### src/rtl/keypad_scanner_4x4.sv
// 4x4 key matrix scanner: walks one active-low column at a time, debounces the
// full 16-key snapshot and reports single-key press events in a status word.
module keypad_scanner_4x4 #(
  parameter int SCAN_TICKS     = 1000,
  parameter int DEBOUNCE_SCANS = 3
) (
  input  logic        CLK,
  input  logic        RES_N,
  output logic [3:0]  COL,
  input  logic [3:0]  ROW,
  input  logic        ACK,
  output logic [31:0] KEY_REG,
  output logic        IRQ
);

  localparam int TW = (SCAN_TICKS > 1) ? $clog2(SCAN_TICKS) : 1;
  localparam int MW = (DEBOUNCE_SCANS > 1) ? $clog2(DEBOUNCE_SCANS) : 1;
  localparam logic [TW-1:0] TICK_LAST = TW'(SCAN_TICKS - 1);
  localparam logic [MW-1:0] MATCH_SAT = MW'(DEBOUNCE_SCANS - 1);

  localparam logic [1:0] ST_COL0 = 2'd0;
  localparam logic [1:0] ST_COL1 = 2'd1;
  localparam logic [1:0] ST_COL2 = 2'd2;
  localparam logic [1:0] ST_COL3 = 2'd3;

  function automatic logic [4:0] popcount16(input logic [15:0] v);
    logic [4:0] cnt;
    cnt = 5'd0;
    for (int i = 0; i < 16; i++) begin
      cnt = cnt + {4'd0, v[i]};
    end
    return cnt;
  endfunction

  // Lowest set bit wins; only ever called on a one-hot snapshot.
  function automatic logic [3:0] first_set16(input logic [15:0] v);
    logic [3:0] idx;
    idx = 4'd0;
    for (int i = 15; i >= 0; i--) begin
      if (v[i]) begin
        idx = 4'(i);
      end
    end
    return idx;
  endfunction

  logic [3:0]    row_meta_r;
  logic [3:0]    row_sync_r;
  logic [TW-1:0] tick_r;
  logic [1:0]    col_idx_r;
  logic [1:0]    col_idx_next_s;
  logic [3:0]    col_r;
  logic [3:0]    col_drive_s;
  logic [15:0]   snap_r;
  logic [15:0]   snap_next_s;
  logic [15:0]   prev_r;
  logic [15:0]   deb_r;
  logic [MW-1:0] match_r;
  logic [MW-1:0] match_next_s;
  logic          tick_end_s;
  logic          scan_end_s;
  logic          deb_load_s;
  logic          press_s;
  logic [3:0]    code_r;
  logic          multi_r;
  logic          held_r;
  logic          ovr_r;
  logic          valid_r;

  assign tick_end_s = (tick_r == TICK_LAST);
  assign scan_end_s = tick_end_s && (col_idx_r == ST_COL3);

  // Two-flop synchronizer, stored inverted so 1 means "key closed".
  always_ff @(posedge CLK or negedge RES_N) begin
    if (!RES_N) begin
      row_meta_r <= 4'b0000;
      row_sync_r <= 4'b0000;
    end else begin
      row_meta_r <= ~ROW;
      row_sync_r <= row_meta_r;
    end
  end

  // Next column index and the matching one-hot-low column pattern.
  always_comb begin
    col_idx_next_s = col_idx_r;
    if (tick_end_s) begin
      col_idx_next_s = col_idx_r + 2'd1;
    end else begin
      col_idx_next_s = col_idx_r;
    end
    case (col_idx_next_s)
      ST_COL0: col_drive_s = 4'b1110;
      ST_COL1: col_drive_s = 4'b1101;
      ST_COL2: col_drive_s = 4'b1011;
      ST_COL3: col_drive_s = 4'b0111;
      default: col_drive_s = 4'b1110;
    endcase
  end

  // Dwell counter, column index and registered column drive.
  always_ff @(posedge CLK or negedge RES_N) begin
    if (!RES_N) begin
      tick_r    <= {TW{1'b0}};
      col_idx_r <= ST_COL0;
      col_r     <= 4'b1110;
    end else begin
      if (tick_end_s) begin
        tick_r <= {TW{1'b0}};
      end else begin
        tick_r <= tick_r + TW'(1);
      end
      col_idx_r <= col_idx_next_s;
      col_r     <= col_drive_s;
    end
  end

  // Merge the current column's rows into the snapshot at the end of its dwell.
  always_comb begin
    snap_next_s = snap_r;
    if (tick_end_s) begin
      for (int r = 0; r < 4; r++) begin
        snap_next_s[{2'(r), col_idx_r}] = row_sync_r[r];
      end
    end else begin
      snap_next_s = snap_r;
    end
  end

  // Match counter: saturates while consecutive full snapshots agree.
  always_comb begin
    match_next_s = match_r;
    if (!scan_end_s) begin
      match_next_s = match_r;
    end else if (snap_next_s != prev_r) begin
      match_next_s = {MW{1'b0}};
    end else if (match_r == MATCH_SAT) begin
      match_next_s = match_r;
    end else begin
      match_next_s = match_r + MW'(1);
    end
  end

  assign deb_load_s = scan_end_s && (match_next_s == MATCH_SAT);
  assign press_s    = deb_load_s && (popcount16(deb_r) == 5'd0) &&
                      (popcount16(snap_next_s) == 5'd1);

  // Snapshot, previous snapshot, match count and debounced state.
  always_ff @(posedge CLK or negedge RES_N) begin
    if (!RES_N) begin
      snap_r  <= 16'h0000;
      prev_r  <= 16'h0000;
      deb_r   <= 16'h0000;
      match_r <= {MW{1'b0}};
    end else begin
      snap_r <= snap_next_s;
      if (scan_end_s) begin
        prev_r  <= snap_next_s;
        match_r <= match_next_s;
      end
      if (deb_load_s) begin
        deb_r <= snap_next_s;
      end
    end
  end

  // Status bits; a press event takes priority over a coincident ACK.
  always_ff @(posedge CLK or negedge RES_N) begin
    if (!RES_N) begin
      code_r  <= 4'd0;
      multi_r <= 1'b0;
      held_r  <= 1'b0;
      ovr_r   <= 1'b0;
      valid_r <= 1'b0;
    end else begin
      if (deb_load_s) begin
        held_r  <= (snap_next_s != 16'h0000);
        multi_r <= (popcount16(snap_next_s) >= 5'd2);
      end
      if (press_s) begin
        code_r  <= first_set16(snap_next_s);
        valid_r <= 1'b1;
        ovr_r   <= ACK ? 1'b0 : (ovr_r | valid_r);
      end else if (ACK) begin
        valid_r <= 1'b0;
        ovr_r   <= 1'b0;
      end
    end
  end

  assign COL     = col_r;
  assign KEY_REG = {24'h000000, valid_r, ovr_r, held_r, multi_r, code_r};
  assign IRQ     = valid_r;

endmodule

### config.mk
export PLATFORM = sky130hd
export DESIGN_NAME = keypad_scanner_4x4
export DESIGN_NICKNAME = d
export VERILOG_FILES = /design/src/rtl/keypad_scanner_4x4.sv
export SDC_FILE = /design/constraint.sdc
export NUM_CORES = 1
export LEC_CHECK = 0
export BUFFER_PORTS_ARGS = -buffer_cell sky130_fd_sc_hd__buf_2
export CORE_MARGIN = 2
export CORE_UTILIZATION = 54
export CTS_CLUSTER_SIZE = 20
export DETAILED_ROUTE_END_ITERATION = 8
export PLACE_DENSITY = 0.83
export SYNTH_ARGS = -nofsm -noshare
export SYNTH_HDL_FRONTEND = slang
export SYNTH_SLANG_ARGS = --single-unit
### constraint.sdc
create_clock -name CLK -period 5.5 [get_ports CLK]
set_input_delay 0.825 -clock CLK [delete_from_list [all_inputs] [get_ports CLK]]
set_output_delay 0.825 -clock CLK [all_outputs]
set_load 0.01 [all_outputs]
-- Yosys cells after proc, flatten, opt, wreduce, memory -nomap -nowiden
Cells that the tools add are included.
- add/sub/neg operators: 33
- multipliers: 0
- divide/modulo/power cells: 0
- $lt $le $gt $ge: 9
- equality and inequality tests: 9
- shifts and indexed selects: 0
- muxes and demuxes: 39
- bitwise logic cells: 2
- reduce and logical (&&, ||, !) cells: 12
- operator list (kind ; count):
    5-bit by 1-bit adder with 5-bit output ; 22
    16-bit bitwise mux ; 4
    4-bit 2-to-1 mux ; 16
    16-bit 2-to-1 mux ; 1
    16-bit inequality test ; 1
    4-bit case mux with 4 select lines ; 1
    16-bit nonzero test ; 1
    10-bit by 1-bit adder with 10-bit output (second input constant) ; 1
    4-bit by 1-bit adder with 5-bit output ; 2
    10-bit equality test (second input constant) ; 1
    2-bit equality test (second input constant) ; 5
    4-bit by 5-bit less-than comparator with 1-bit output (second input constant) ; 2
    10-bit 2-to-1 mux ; 1
    3-bit by 1-bit adder with 4-bit output ; 2
    1-bit demux with 2-bit select ; 4
    4-bit by 1-bit >= comparator with 1-bit output (second input constant) ; 2
    1-bit logical AND ; 8
    1-bit 2-to-1 mux ; 8
    2-bit 2-to-1 mux ; 4
    2-bit by 1-bit adder with 3-bit output ; 2
    5-bit by 1-bit equality test with 1-bit output (second input constant) ; 1
    5-bit by 2-bit >= comparator with 1-bit output (second input constant) ; 1
    5-bit logical NOT ; 1
    2-bit by 5-bit less-than comparator with 1-bit output (second input constant) ; 1
    other kinds (10) ; 12
- bits in registers: 82
- bits in latches: 0
- bits in writable memories: 0
- bits in read-only memories: 0
- input port bits: 7
- output and inout port bits: 37
- word-level logic and storage cells: 118
- memories: 0

-- Depth between registers and ports, before layout
Gate-level depths: netlist (run 1).
- depth after elaboration: 27
- gate-level depth with buffers: 23
- depth with buffers taken out: 22

-- Worst setup path before layout (run 1)
No wires, ideal clock.
- path kind: flip-flop to flip-flop
- start point: register tick_r[0]
- end point: register code_r[0]
- setup time: 0.125 ns
- arrival: 5.351 ns
- required time: 5.375 ns
- path slack: 0.025 ns
- cell stages (with the launch flop): 21
- buffers on the path: 2
- period minus slack after synthesis: 5.475 ns
- cell sequence: dfrtp_1 -> ha_1 -> and4_4 -> and4_4 -> buf_4 -> mux2i_1 -> inv_1 -> fa_1 -> inv_1 -> fa_1 -> fa_1 -> inv_1 -> fa_1 -> ha_1 -> fa_1 -> nor3_1 -> nand2_1 -> nor2_1 -> and3_1 -> buf_2 -> mux2_2
- elaborated cells between the ends (all ways): 42
- those cells by class: add/sub: 15; eq/ne: 4; mux: 19; reduce/logical: 4
- RTL lines (item ; line ; RTL):
    start: declaration ; 49 ; logic [TW-1:0] tick_r;
    start signal: assignment ; 104 ; tick_r <= {TW{1'b0}};
    start signal: assignment ; 109 ; tick_r <= {TW{1'b0}};
    start signal: assignment ; 111 ; tick_r <= tick_r + TW'(1);
    10-bit equality test * ; 70 ; assign tick_end_s = (tick_r == TICK_LAST);
    16-bit 2-to-1 mux * ; 121 ; if (tick_end_s) begin
    via snap_next_s[9] ; 55 ; logic [15:0] snap_next_s;
    branches (longest 10 deep; another with 5-bit by 1-bit adder with 5-bit output) ; n/a ;
    end signal: assignment ; 181 ; code_r <= first_set16(snap_next_s);
    end: declaration ; 64 ; logic [3:0] code_r;
Mark *: on every way through the listed nets, which the timed path passes.
A chain may end at the register's enable or synchronous reset.

-- Final worst setup path (run 1)
Same ends and word-level chain as after synthesis.

==> run metrics, run 1 <==
RSZ-0062 raised after global routing yes; max_slew headroom 0.310; status finished clean; I/O Buffers 19; post-synthesis sequential area ratio 0.427; leading area contributor after synthesis dfrtp_1; Area growth, synth to finish 9.74%; post-synth top area share 0.410; Worst-Skew Late Latency 0.37 ns; die footprint 9690 um2; DR vias/cell 5.55; Worst EP arrival 5.59 ns; final setup TNS 0 ns; TritonCTS clock tree yes; crit path max fanout 7; asr flop ratio synth 1.00; Worst Tran Pin Value 1.04 ns; Post-synth EDFFs 0; initial antenna violation count 0; site row count 34; most common cell after layout, fill and taps aside dfrtp_1; grt ovf 0; clock root buffer clkbuf_8; ant diodes 0; antenna-violating nets left 0; Final WS setup 0.163 ns; DR iter-0 viols 194; Fin. Hold Viols 0; Vias 3274; Worst Hold Class register to register; worst hold margin 0.352 ns; total leakage power 2.73 nW; Reg clk slew, reported paths 0.08 ns; Synth cell types 60; min cycle time layout 5.34 ns; final net count 521; Boundary Pins 44; FMAX 187 MHz; H-tree levels 3; Max Cap Viol 0; #FFs+latches synth 82; die width 98.5 um; Post-DP HPWL 7490 um; final WL 10300 um; Ys Warns 0; cell area after synthesis 4820 um2; Cells after Synth 440; Pwr Total 1.05 mW; gpl congestion 0.886; layout cell share with drive strength beyond 1 0.241; initial core utilization 0.555; clk sinks 82; Mean Syn Cell Area 11.0 um2; Placement Setup Slack -0.0125 ns; # DRC 0; first-pass GRT wire length 17000 um; commonest non-fill, non-tap cells in the layout dfrtp_1, inv_1, nor2_1, buf_4, conb_1; cell area power density 198 nW/um2; fin util 0.609; 1st-pass router iterations 5; Core Region 8680 um2; largest net degree at the start of global routing 83; Clock Path Buffers 2; Final Skew 0.0150 ns; CTS buffer count 9; Setup CP Type register to register; Worst setup SP type register; crit end category register; Die H 98.5 um; Finish-stage setup viols 0; Critical Path RT 5.75 ns; per-cell routed wire length 17.4 um; Post-synth top flop dfrtp_1; GRT Overall Usage 0.226; vias in the first global route 3346; Synth area leaders dfrtp_1, fa_1, buf_4; maximum vdd drop 0.116 mV; max-slew violations 0; part of the cycle the worst path needs 0.970
[sequential cells by signal, indices dropped and copies added, names as in the netlist]
| register | cells |
|---|---|
| multi_r | 1 |
| snap_r | 16 |
| row_meta_r | 4 |
| ovr_r | 1 |
| IRQ | 1 |
| match_r | 2 |
| tick_r | 10 |
| COL | 4 |
| code_r | 4 |
| col_idx_r | 2 |
| row_sync_r | 4 |
| held_r | 1 |
| deb_r | 16 |
| prev_r | 16 |
[power by group]
part	leakage [nW]	switching [mW]	internal, mW
clock network	0.0924	0.222	0.188
logic	1.53	0.0221	0.00491
registers	1.10	0.00555	0.605
[stage by stage]
step                      std cells  instance area, um2
final                           590                5290
after global routing            590                5290
after global placement          569                5010
after CTS                       585                5190
after detailed placement        569                5010
after floorplan                 463                4900
[synthesized netlist by cell type, types with 8 or more instances]
master and instances:
dfrtp_1 79, inv_1 49, nand3_1 11, buf_4 29, mux2_4 8, nand2_1 22
ha_1 17, fa_1 20, o21ai_0 16, a21oi_1 17, mux2i_1 9, nor2_1 31
xor2_1 15, xnor2_1 12, mux2_2 18
[final cells by class]
class	count	area [um2]
Clock inverter	4	26.3
Timing Repair Buffer	46	300
Inverter	51	191
Tap cell	108	135
Sequential cell	82	2060
Multi-Input combinational cell	287	2420
Clock buffer	12	155
Fill cell	674	3390
[final timing paths]
kind,start,end,slack (ns),cells after the start
max,tick_r[0],code_r[0],0.16,18
min,row_meta_r[3],row_sync_r[3],0.35,0
max reg2reg,tick_r[0],code_r[0],0.16,18
min reg2reg,row_meta_r[3],row_sync_r[3],0.35,0
max in group asynchronous,RES_N,prev_r[0],4.19,1
min in group asynchronous,RES_N,tick_r[6],0.60,1
[critical path: stages (launching register included)]
cell and delay (ns):
dfrtp_1 0.37, ha_2 0.18, and4_4 0.25, and4_4 0.30, mux2i_4 0.28, inv_2 0.07, fa_1 0.53, inv_2 0.04
fa_1 0.50, fa_1 0.56, inv_2 0.04, fa_1 0.51, ha_2 0.19, fa_1 0.42, nor3_2 0.17, nand2_1 0.10
nor2_2 0.13, and3_4 0.25, mux2_2 0.34
[metal layers]
| metal | wire length (um) | global-route usage |
|---|---|---|
| met1 | 4230 | 0.298 |
| met2 | 5050 | 0.361 |
| met3 | 616 | 0.0482 |
| met4 | 372 | 0.105 |
| met5 | 0 | 0 |
[cells by family after synthesis]
| logic type | count (synthesis) | synth area share |
|---|---|---|
| buf+inv | 94 | 0.101 |
| mux | 38 | 0.0997 |
| fa+ha+maj | 37 | 0.127 |
| xor+xnor | 27 | 0.0491 |
| other cells | 1 | 0.000778 |
| simple gates | 104 | 0.117 |
| compound gates | 57 | 0.0784 |
| flops | 82 | 0.427 |
[timing repair]
item,4_1_cts,5_1_grt
setup endpoints to repair,4,5
hold buffers,0,0
setup buffers,0,5
pin swaps,0,6
cloned,0,0
gates resized for setup,1,20
Note: power is estimated with default switching activity, not from simulation.
==> run 2, diff against run 1 <==
--- a/config.mk
+++ b/config.mk
@@ -7,10 +7,10 @@
 export LEC_CHECK = 0
 export BUFFER_PORTS_ARGS = -buffer_cell sky130_fd_sc_hd__buf_2
 export CORE_MARGIN = 2
-export CORE_UTILIZATION = 54
+export CORE_UTILIZATION = 60
 export CTS_CLUSTER_SIZE = 20
 export DETAILED_ROUTE_END_ITERATION = 8
-export PLACE_DENSITY = 0.83
+export PLACE_DENSITY = 0.87
 export SYNTH_ARGS = -nofsm -noshare
 export SYNTH_HDL_FRONTEND = slang
 export SYNTH_SLANG_ARGS = --single-unit
==> constraint.sdc (replaced) <==
create_clock -name CLK -period 5.2 [get_ports CLK]
set_input_delay 0.78 -clock CLK [delete_from_list [all_inputs] [get_ports CLK]]
set_output_delay 0.78 -clock CLK [all_outputs]
set_load 0.01 [all_outputs]
==> run 2 against run 1 <==
Net effect:
- the flow now finishes with violations (negative setup slack)
- wire length down 3.3%
- combinational power up 14%
- power up 3.6%
- sequential cell count unchanged
- clock skew down 0.0095 ns
- sequential power up 5.6%
==> run metrics, run 2 (synthesized netlist as in run 1, its figures left out) <==
Setup CP Type register to register; Largest delay share family, worst path adder cells; buffers plus inverters on the worst setup path 3 (unchanged); GRT Overall Usage 0.259 (+0.0325); Final WS setup -0.0693 ns (-0.232 ns); H-tree levels 3 (unchanged); TritonCTS clock tree yes; die footprint 8760 um2 (-9.6%); CTS buffer count 9 (unchanged); largest net degree at the start of global routing 83 (unchanged); power share of the clock group 0.378 (-0.013); gpl congestion 0.908 (+2.5%); # DRC 0 (unchanged); die width 93.6 um (-4.9%); hold depth 0 (unchanged); Final Skew 0.00553 ns (-0.00947 ns); critical path depth 18 (unchanged); Worst-Skew Late Latency 0.35 ns (-0.02 ns); Sw Share 0.233 (-0.00546); most common cell after layout, fill and taps aside dfrtp_1; Pwr Total 1.09 mW (+3.6%); P_sw 253 uW (+1.3%); Worst path slowest cell fa_1; Gate power share 0.028 (+0.002); status finished, violations left; Placement Setup Slack -0.155 ns (-0.143 ns); failing checks negative setup slack; clk sinks 82 (unchanged); grt ovf 0 (unchanged); first-pass GRT wire length 17000 um (-0.12%); 1st-pass router iterations 4 (-1); ant diodes 0 (unchanged); DR iter-0 viols 225 (+16%); part of the cycle the worst path needs 1.01 (+0.0430); final net count 533 (+2.3%); maximum vdd drop 0.111 mV (-4.4%); final setup TNS -0.192 ns (-0.192 ns); DR vias/cell 5.46 (-1.6%); Fin. Hold Viols 0 (unchanged); CP peak stage delay 0.53 ns (-0.03 ns); initial core utilization 0.620 (+0.0651); layout cell share with drive strength beyond 1 0.263 (+0.0225); Seq pwr share 0.594 (+0.011); per-cell routed wire length 16.7 um (-4.2%); crit end category register; Area growth, synth to finish 11.7%; Critical Path RT 5.44 ns (-0.31 ns); final std cells w/o fill 596 (+1.0%); Worst setup SP type register; fin util 0.693 (+0.0837); Post-DP HPWL 7440 um (-0.67%); cell area power density 202 nW/um2 (+1.8%); antenna-violating nets left 0 (unchanged); Top cell by count, worst path fa_1; initial antenna violation count 0 (unchanged); crit path max fanout 6 (-1); max_slew headroom 0.323 (+0.0135); FF-to-FF path depth 18 (unchanged); Max Cap Viol 0 (unchanged); Worst EP arrival 5.51 ns (-0.08 ns); Core Region 7770 um2 (-10%); Finish-stage setup viols 4 (+4); I/O Buffers 19 (unchanged); clock root buffer clkbuf_8; max-slew violations 0 (unchanged); P_int 833 uW (+4.4%); critical-path cell list ha_4 > and4_4 > and4_4 > mux2i_4 > inv_2 > fa_1 > inv_2 > fa_1 > fa_1 > inv_2 > fa_1 > ha_2 > fa_1 > nor3_2 > nand2_1 > nor2_2 > and3_4 > mux2_2; DP Area 5150 um2 (+3.0%); commonest non-fill, non-tap cells in the layout dfrtp_1, inv_1, buf_4, nor2_1, conb_1; Die H 93.6 um (-4.9%); Design Area, Final 5380 um2 (+1.8%); Boundary Pins 44 (unchanged); Regs by FF count deb_r x16, prev_r x16, snap_r x16; Worst Tran Pin Value 1.02 ns (-0.0203 ns); FMAX 190 MHz (+1.3%); worst hold margin 0.351 ns (-0.00127 ns); Reg clk slew, reported paths 0.08 ns (about the same); Worst Hold Class register to register; RSZ-0062 raised after global routing yes; Inst Count DP 577 (+1.4%); min cycle time layout 5.27 ns (-0.0676 ns); total leakage power 2.79 nW (+2.2%); vias in the first global route 3439 (+2.8%); Clock Path Buffers 2 (unchanged); final WL 9930 um (-3.3%); site row count 32 (-5.9%); Vias 3254 (-0.61%)
run 2: cell count changes in the layout (fill, tap and decap cells not counted):
cell        previous run  this run
a21boi_2               0         1
clkbuf_8              11        10
ha_2                   2         1
inv_2                  5         6
clkbuf_1               1         2
ha_4                   0         1
mux2i_2                0         1
clkinv_4               1         2
a21boi_1               1         0
mux2i_1                7         6
clkinvlp_4             1         0
buf_6                  0         1
inv_1                 46        45
buf_4                 28        39
run 2: path summary, 6_finish.rpt:
path                                from            end  slack, ns
setup / recovery               tick_r[1]      code_r[3]      -0.07
hold / removal             row_meta_r[0]  row_sync_r[0]       0.35
setup reg to reg               tick_r[1]      code_r[3]      -0.07
hold reg to reg            row_meta_r[0]  row_sync_r[0]       0.35
max in group asynchronous          RES_N  row_sync_r[2]       3.96
min in group asynchronous          RES_N      tick_r[6]       0.59
run 2: area by class of cell:
cell class / instances / area, um2
fill: 539 / 2380
clock buffer: 12 / 145
inverter: 51 / 191
tap: 102 / 128
sequential: 82 / 2060
clock inverter: 4 / 27.5
multi-input combinational: 287 / 2440
timing repair buffer: 58 / 394
run 2: per-layer routing:
| metal | wire length, um | share of wire | GRT usage | vias up |
|---|---|---|---|---|
| met1 | 4200 | 0.42 | 0.341 | 1628 |
| li1 | - | - | - | 1515 |
| met5 | 0 | 0 | 0 | - |
| met4 | 184 | 0.019 | 0.0882 | 0 |
| met2 | 4950 | 0.50 | 0.421 | 94 |
| met3 | 592 | 0.060 | 0.0637 | 17 |
run 2: power by group through the flow:
stage               clock [mW]  combinational (mW)  sequential [mW]
floorplan                    0              0.0302            0.654
global placement             0              0.0304            0.658
detailed placement           0              0.0312            0.658
CTS                      0.422              0.0311            0.645
global route             0.449              0.0358            0.646
finish                   0.410              0.0308            0.645
run 2: what timing repair did:
item                                    4_1_cts  5_1_grt
pin swaps                                     2        3
buffers inserted                              5        0
hold buffers                                  0        0
endpoints found under the setup margin        4        7
resized for setup                             7        6
